===== config.mk =====
export PLATFORM = sky130hd
export DESIGN_NAME = sdr_cmd_decode
export DESIGN_NICKNAME = d
export VERILOG_FILES = /design/src/rtl/sdr_mon_pkg.sv /design/src/rtl/sdr_cmd_decode.sv
export SDC_FILE = /design/constraint.sdc
export NUM_CORES = 1
export LEC_CHECK = 0
export CORE_AREA = 2 2 39 41
export DETAILED_ROUTE_END_ITERATION = 6
export DIE_AREA = 0 0 41 43
export SLEW_MARGIN = 0
export SYNTH_ARGS = -nofsm -noshare
export SYNTH_HDL_FRONTEND = slang
export SYNTH_SLANG_ARGS = --single-unit

===== constraint.sdc =====
create_clock -name vclk -period 0.8
set_clock_uncertainty 0.05 [all_clocks]
set_input_delay 0.16 -clock vclk [all_inputs]
set_output_delay 0.16 -clock vclk [all_outputs]
set_load 0.02 [all_outputs]

===== src/rtl/sdr_mon_pkg.sv =====
// Shared types and helpers for the SDRAM bank-0 protocol monitor.
package sdr_mon_pkg;

    // Bank-0 state encoding; codes 10-15 are unused.
    typedef logic [3:0] bank_state_t;

    localparam bank_state_t ST_INIT        = 4'd0;
    localparam bank_state_t ST_IDLE        = 4'd1;
    localparam bank_state_t ST_REFRESHING  = 4'd2;
    localparam bank_state_t ST_ACTIVATING  = 4'd3;
    localparam bank_state_t ST_ACTIVE      = 4'd4;
    localparam bank_state_t ST_RD          = 4'd5;
    localparam bank_state_t ST_RD_W_PC     = 4'd6;
    localparam bank_state_t ST_WR          = 4'd7;
    localparam bank_state_t ST_WR_W_PC     = 4'd8;
    localparam bank_state_t ST_PRECHARGING = 4'd9;

    // Command code is {cs_n, ras_n, cas_n, we_n}; deselect folds into NOP.
    typedef enum bit [3:0] {
        CMD_LMR  = 4'b0000,
        CMD_AREF = 4'b0001,
        CMD_PRE  = 4'b0010,
        CMD_ACT  = 4'b0011,
        CMD_WR   = 4'b0100,
        CMD_RD   = 4'b0101,
        CMD_BST  = 4'b0110,
        CMD_NOP  = 4'b0111
    } cmd_t;

    function automatic logic cmd_in_nop(input cmd_t c);
        return (c == CMD_NOP);
    endfunction

    function automatic logic cmd_in_idle(input cmd_t c);
        return cmd_in_nop(c) || (c == CMD_ACT) || (c == CMD_AREF) ||
               (c == CMD_LMR) || (c == CMD_PRE);
    endfunction

    function automatic logic cmd_in_act(input cmd_t c);
        return cmd_in_nop(c) || (c == CMD_RD) || (c == CMD_WR) || (c == CMD_PRE);
    endfunction

    function automatic logic cmd_in_xfr(input cmd_t c);
        return cmd_in_act(c) || (c == CMD_BST);
    endfunction

    // Whether a bank-0 command is allowed in the given state.
    function automatic logic cmd_legal(input bank_state_t s, input cmd_t c);
        case (s)
            ST_INIT:      return 1'b1;
            ST_IDLE:      return cmd_in_idle(c);
            ST_ACTIVE:    return cmd_in_act(c);
            ST_RD, ST_WR: return cmd_in_xfr(c);
            default:      return cmd_in_nop(c);
        endcase
    endfunction

endpackage


===== src/rtl/sdr_cmd_decode.sv =====
// Decodes SDRAM command pins into a command code and legal-set flags.
module sdr_cmd_decode
    import sdr_mon_pkg::*;
(
    input  logic i_cs_n,
    input  logic i_ras_n,
    input  logic i_cas_n,
    input  logic i_we_n,
    output cmd_t o_cmd,
    output logic o_nop,
    output logic o_idle,
    output logic o_act,
    output logic o_xfr
);

    cmd_t w_cmd;

    // Deselected cycles look exactly like NOP to the rest of the monitor.
    always_comb begin
        w_cmd = CMD_NOP;
        if (!i_cs_n) begin
            w_cmd = cmd_t'({1'b0, i_ras_n, i_cas_n, i_we_n});
        end
    end

    assign o_cmd  = w_cmd;
    assign o_nop  = cmd_in_nop(w_cmd);
    assign o_idle = cmd_in_idle(w_cmd);
    assign o_act  = cmd_in_act(w_cmd);
    assign o_xfr  = cmd_in_xfr(w_cmd);

endmodule


# Word level (Yosys, flattened, before mapping)
# Cells that the tools add are included.
# word_totals
regBits	0
in_bits	4
out_inout_bits	8
wordCells	17
# op_classes
eq_ne	7
mux	1
reduce_logical	9
# ops
operator	count
$eq 4x3->1 const B	4
$eq 4x2->1 const B	2
$logic_or 1x1->1	8
$eq 4x1->1 const B	1
$logic_not 4->1	1
$mux 3	1

# Logic depth before layout (Yosys ltp)
# Gate-level depths: netlist of run 1.
# logic_depth
ltp_word	6
depth_mapped	2
ltp_nobuf	2

# Worst setup path before layout of run 1
# Ideal clock, no wire load.
# synth_timing
kind	input-to-output
from	input port i_we_n
to	output port o_act
t_arrival_ns	0.681
required_time_ns	0.590
setup_slack_ns	-0.091
cell_stages	2
path_buffers	0
cell_sequence	nand2b_4 > mux2i_1
# synth_between
elab_chain_len	5
word_cells_on_any_way	8
classes_between	4 x eq/ne; 1 x mux; 3 x reduce/logical
# synth_lines
item	line	source
start: declaration	sdr_cmd_decode.sv:8	input logic i_we_n,
$mux 3 (*)	sdr_cmd_decode.sv:21	if (!i_cs_n) begin
$eq 4x3->1, on equally long branches	sdr_mon_pkg.sv:31, sdr_mon_pkg.sv:40	
$logic_or 1x1->1 (2 in a row)	sdr_mon_pkg.sv:40	return cmd_in_nop(c) || (c == CMD_RD) || (c == CMD_WR) || (c == CMD_PRE);
$logic_or 1x1->1 (*)	sdr_mon_pkg.sv:40	
end: declaration	sdr_cmd_decode.sv:12	output logic o_act,
# Every way passes the cells marked *; elsewhere a longest branch is shown, timed or not.

# Worst setup path after layout of run 1
# layout_timing
from	input port i_ras_n
to	output port o_act
# layout_between
elab_chain_len	5
word_cells_on_any_way	8
classes_between	4 x eq/ne; 1 x mux; 3 x reduce/logical
# layout_lines
item	line	source
start: declaration	sdr_cmd_decode.sv:6	input logic i_ras_n,
$mux 3 (*)	sdr_cmd_decode.sv:21	
$eq 4x3->1, on equally long branches	sdr_mon_pkg.sv:31, sdr_mon_pkg.sv:40	
$logic_or 1x1->1 (2 in a row)	sdr_mon_pkg.sv:40	
$logic_or 1x1->1 (*)	sdr_mon_pkg.sv:40	
# Marks and branches as above.

==> flow_summary_export.csv, run 1 <==
group,metric,value,unit
outcome,status,"finished, violations left",
outcome,violations,"negative setup slack",
hold_path,min_path_cells,4,
pwr,vdd_drop_max,0.00009292,V
critical_path,critical_path_class,"input port to output pin",
critical_path,worstPathMaxFanout,3,
global_routing,antenna_found_initial,0,
floorplanning,rows,14,
sta,worst_slack,-0.1892,ns
hold_path,holdCritPathClass,"input port to output pin",
finish,final_nets,32,
finish,drive_above_1_share,76.92,%
sta,rsz0062_at_grt,"true",
critical_path,arrival,0.78,ns
global_routing,grt-ovfl-total,0,
route,detail_route.iter0.violations,0,
finish,diodes,0,
sta,finalCritPeriodShare,123.7,%
critical_path,endpoint_kind,"output pin",
floorplanning,fp.dieW,41,um
synthesis,yosysWarnings,0,
sta,drv_slew,0,
place,dpl-instance-area,216.5,um2
finish,nClkBuffers,0,
finish,numSequentialCells,0,
route,via_per_inst,3.143,
synthesis,syn_avg_cell_area,6.256,um2
synthesis,syn-num-nets,17,
finish,fin_area,294.0,um2
run,maxCapViolCount,0,
finish,seq_area,0,um2
route,finalWirelength,334,um
route,wl_per_cell,7.952,um
synthesis,ys_types,10,
place,io_buffers,11,
sta,hold_viol,0,
global_routing,grtUsageTotal,3.600,%
sta,setup_viol,5,
synthesis,ys_seq_area_share,0,%
floorplanning,dieArea,1763,um2
synthesis,mappedNetlistArea,81.33,um2
critical_path,crit_required,0.59,ns
global_routing,grt_pass1_vias,125,
floorplanning,initial_core_util,5.877,%
critical_path,start_kind,"input port",
sta,setup_tns,-0.3914,ns
place,gp_congestion,0.4453,
floorplanning,die_y,43,um
sta,fmax,1.011,GHz
pwr,powerDensity,601.4,nW/um2
synthesis,synth_cells,13,
sta,finalCriticalPeriod,0.9892,ns
global_routing,grt_pass1_wl,476,um
pwr,power,176.8,uW
route,ant_nets,0,
finish,area_growth,261.5,%
route,first_pass_iters,1,
pwr,p_leak,0.0001290,uW
place,post-place-ws,-1.076,ns
floorplanning,core,1384,um2
route,vias,132,
floorplanning,ios,12,
route,post-route-drc-count,0,
global_routing,grt_max_degree,6,
[area by class of cell]
class	count	area, um2
Inverter	1	3.754
Timing Repair Buffer	14	167.7
Fill cell	154	1090
Multi-Input combinational cell	11	102.6
Tap cell	16	20.02
[cell usage after synthesis, drive strengths merged]
cell type | count | area share (%)
nand2 | 3 | 14
or2 | 2 | 15
a31o | 1 | 11
buf | 1 | 9.2
conb | 1 | 4.6
inv | 1 | 4.6
mux2i | 1 | 12
nand2b | 1 | 17
nor2 | 1 | 4.6
nor2b | 1 | 7.7
[placed cells by master, fill, tap and decap left out]
| cell | count |
|---|---|
| nand2_1 | 1 |
| nand2b_4 | 1 |
| or2_1 | 2 |
| buf_8 | 4 |
| nor2_4 | 1 |
| nor2b_4 | 1 |
| buf_2 | 1 |
| conb_1 | 1 |
| nand2_2 | 2 |
| buf_12 | 1 |
| buf_4 | 2 |
| a31o_1 | 1 |
| buf_6 | 6 |
| mux2i_4 | 1 |
| inv_1 | 1 |
[what timing repair did]
| action | in CTS | in global routing |
|---|---|---|
| setup endpoints to repair | 7 | 7 |
| resized for setup | 71 | 2 |
| hold buffers | 0 | 0 |
| pin swaps | 5 | 0 |
| setup buffers | 2 | 1 |
[per-layer routing]
metal | part of all wire [%] | vias to the layer above | global-route usage (%)
li1 | - | 65 | -
met1 | 36 | 56 | 4.127
met2 | 48 | 11 | 7.187
met3 | 16 | 0 | 0
met4 | 0 | 0 | 0
met5 | 0 | - | 0
[cell families (layout without fill, tap and decap cells)]
family / count (synthesis) / count (layout) / synth area share (%)
other: 1 / 1 / 4.611
buffers and inverters: 2 / 15 / 13.85
muxes: 1 / 1 / 12.31
and+or+nand+nor: 8 / 8 / 58.45
AOI/OAI and AO/OA: 1 / 1 / 10.77
[per-stage QoR]
stage	utilization [%]	hold slack, ns	std cells
after floorplan	-	0.4193	13
after global placement	15.64	1.382	39
after detailed placement	15.64	1.382	39
after CTS	20.25	0.5522	41
after global routing	21.25	0.5661	42
final	21.25	0.5512	42
[where the power goes]
part	switching [uW]	leakage [uW]	internal [uW]
combinational	75.6	0.000129	101
clock	0	0	0
sequential	0	0	0
total	75.6	0.000129	101
[path summary, 6_finish.rpt]
check / from / end / slack [ns]
worst min-delay path: i_ras_n / o_xfr / 0.55
worst max-delay path: i_ras_n / o_act / -0.19
[critical path, stage by stage]
cell     delay [ns]
buf_8          0.10
nor2b_4        0.13
buf_12         0.12
mux2i_4        0.14
buf_6          0.14
(Power assumes the default switching activity.)
==> run 2: changes to the inputs <==
PLACE_DENSITY = 0.3   (was not set)
==> flow_summary_export.csv, run 2 (synthesized netlist as in run 1, its figures left out) <==
group,metric,value,unit
floorplanning,core,1384,um2
critical_path,arrival,0.73,ns
clocking,post_cts_buffers,0,
critical_path,cp_common_cell,"buf_6",
pwr,vdd_drop_max,0.0002156,V
finish,nClkBuffers,0,
floorplanning,ios,12,
critical_path,crit_required,0.59,ns
route,ant_nets,0,
critical_path,cp_num_buf_inv,3,
route,first_pass_iters,1,
pwr,p_leak,0.0001369,uW
critical_path,start_kind,"input port",
global_routing,grt_pass1_vias,124,
critical_path,cp_num_cells,4,
global_routing,antenna_found_initial,0,
hold_path,min_from,"i_ras_n",
finish,seq_area,0,um2
global_routing,grt-ovfl-total,0,
critical_path,slowest_stage,"or2_1",
critical_path,worstPathMaxFanout,3,
sta,setup_viol,7,
finish,area_growth,280.0,%
run,maxCapViolCount,0,
finish,fillers,144,
floorplanning,dieArea,1763,um2
hold_path,whs_endpoint,"o_cmd[2]",
sta,rsz0062_at_grt,"true",
route,finalWirelength,337,um
route,post-route-drc-count,0,
sta,hold_viol,0,
route,vias,137,
pwr,power,185.9,uW
floorplanning,fp.dieW,41,um
floorplanning,rows,14,
finish,diodes,0,
floorplanning,die_y,43,um
global_routing,grt_max_degree,4,
outcome,violations,"negative setup slack",
sta,fmax,1.067,GHz
global_routing,grt_util_met1,4.430,%
hold_path,min_path_cells,4,
global_routing,busiest_layer,"met2",
sta,drv_slew,0,
critical_path,crit_chain,"buf_8, buf_6, or2_1, buf_6",
floorplanning,initial_core_util,5.877,%
finish,final_common_cell,"buf_6",
place,gp_congestion,0.5474,
route,wl_per_cell,7.837,um
finish,final_nets,33,
global_routing,met2_usage,5.625,%
sta,finalCritPeriodShare,117.1,%
route,via_per_inst,3.186,
sta,setup_tns,-0.6394,ns
critical_path,critical_path_class,"input port to output pin",
global_routing,grt_pass1_wl,462,um
hold_path,holdCritPathClass,"input port to output pin",
finish,layout_common_cells,"buf_6 (12), buf_8 (3), nand2_2 (2)",
global_routing,grtUsageTotal,3.497,%
sta,finalCriticalPeriod,0.9371,ns
global_routing,gr-usage-met3,1.571,%
critical_path,critPathMaxStageDelay,0.23,ns
outcome,status,"finished, violations left",
place,dp_hpwl,255.1,um
pwr,powerDensity,601.5,nW/um2
route,detail_route.iter0.violations,0,
critical_path,cp_top_family,"buffers and inverters",
place,io_buffers,11,
finish,numSequentialCells,0,
critical_path,endpoint_kind,"output pin",
finish,drive_above_1_share,85.19,%
sta,worst_slack,-0.1371,ns
run 2: per-stage QoR:
| stage | utilization [%] | hold WS [ns] | setup WS, ns | area [um2] | instances |
|---|---|---|---|---|---|
| 6_report | 22.33 | 0.5448 | -0.1371 | 309.0 | 43 |
| 5_1_grt | 22.33 | 0.5637 | -0.1528 | 309.0 | 43 |
| 4_1_cts | 22.15 | 0.5446 | -0.1613 | 306.5 | 43 |
| 3_5_place_dp | 17.81 | 1.443 | -1.010 | 246.5 | 43 |
| 3_3_place_gp | 17.81 | 1.458 | -1.029 | 246.5 | 43 |
| 2_1_floorplan | - | 0.4193 | 0.01226 | 93.84 | 13 |
run 2: cell type report:
type	count	area, um2	share of cell area [%]
Multi-Input combinational cell	11	105.1	34.01
Tap cell	16	20.02	6.478
Timing Repair Buffer	15	180.2	58.30
Inverter	1	3.754	1.215
run 2: power by group:
group          total (uW)  leakage, uW  switching (uW)  internal [uW]
Sequential              0            0               0              0
Clock                   0            0               0              0
Combinational         186     0.000137            78.6            107
Total                 186     0.000137            78.6            107
run 2: timing repair:
item | CTS | global route
endpoints found under the hold margin | 0 | 0
pin swaps | 5 | 1
endpoints found under the setup margin | 7 | 7
cloned | 0 | 0
hold buffers | 0 | 0
gates resized for setup | 79 | 1
run 2: how the worst max path moves through the flow:
| stage | from | end | slack [ns] |
|---|---|---|---|
| 2_1_floorplan | i_cs_n | o_xfr | 0.01 |
| 3_3_place_gp | i_we_n | o_act | -1.03 |
| 3_5_place_dp | i_we_n | o_act | -1.01 |
| 4_1_cts | i_cs_n | o_cmd[0] | -0.16 |
| 5_1_grt | i_we_n | o_cmd[0] | -0.15 |
| 6_report | i_cas_n | o_cmd[1] | -0.14 |
run 2: layer usage:
| layer | share of wire [%] | up-vias |
|---|---|---|
| li1 | - | 67 |
| met1 | 40 | 58 |
| met2 | 41 | 12 |
| met3 | 19 | 0 |
| met4 | 0 | 0 |
| met5 | 0 | - |
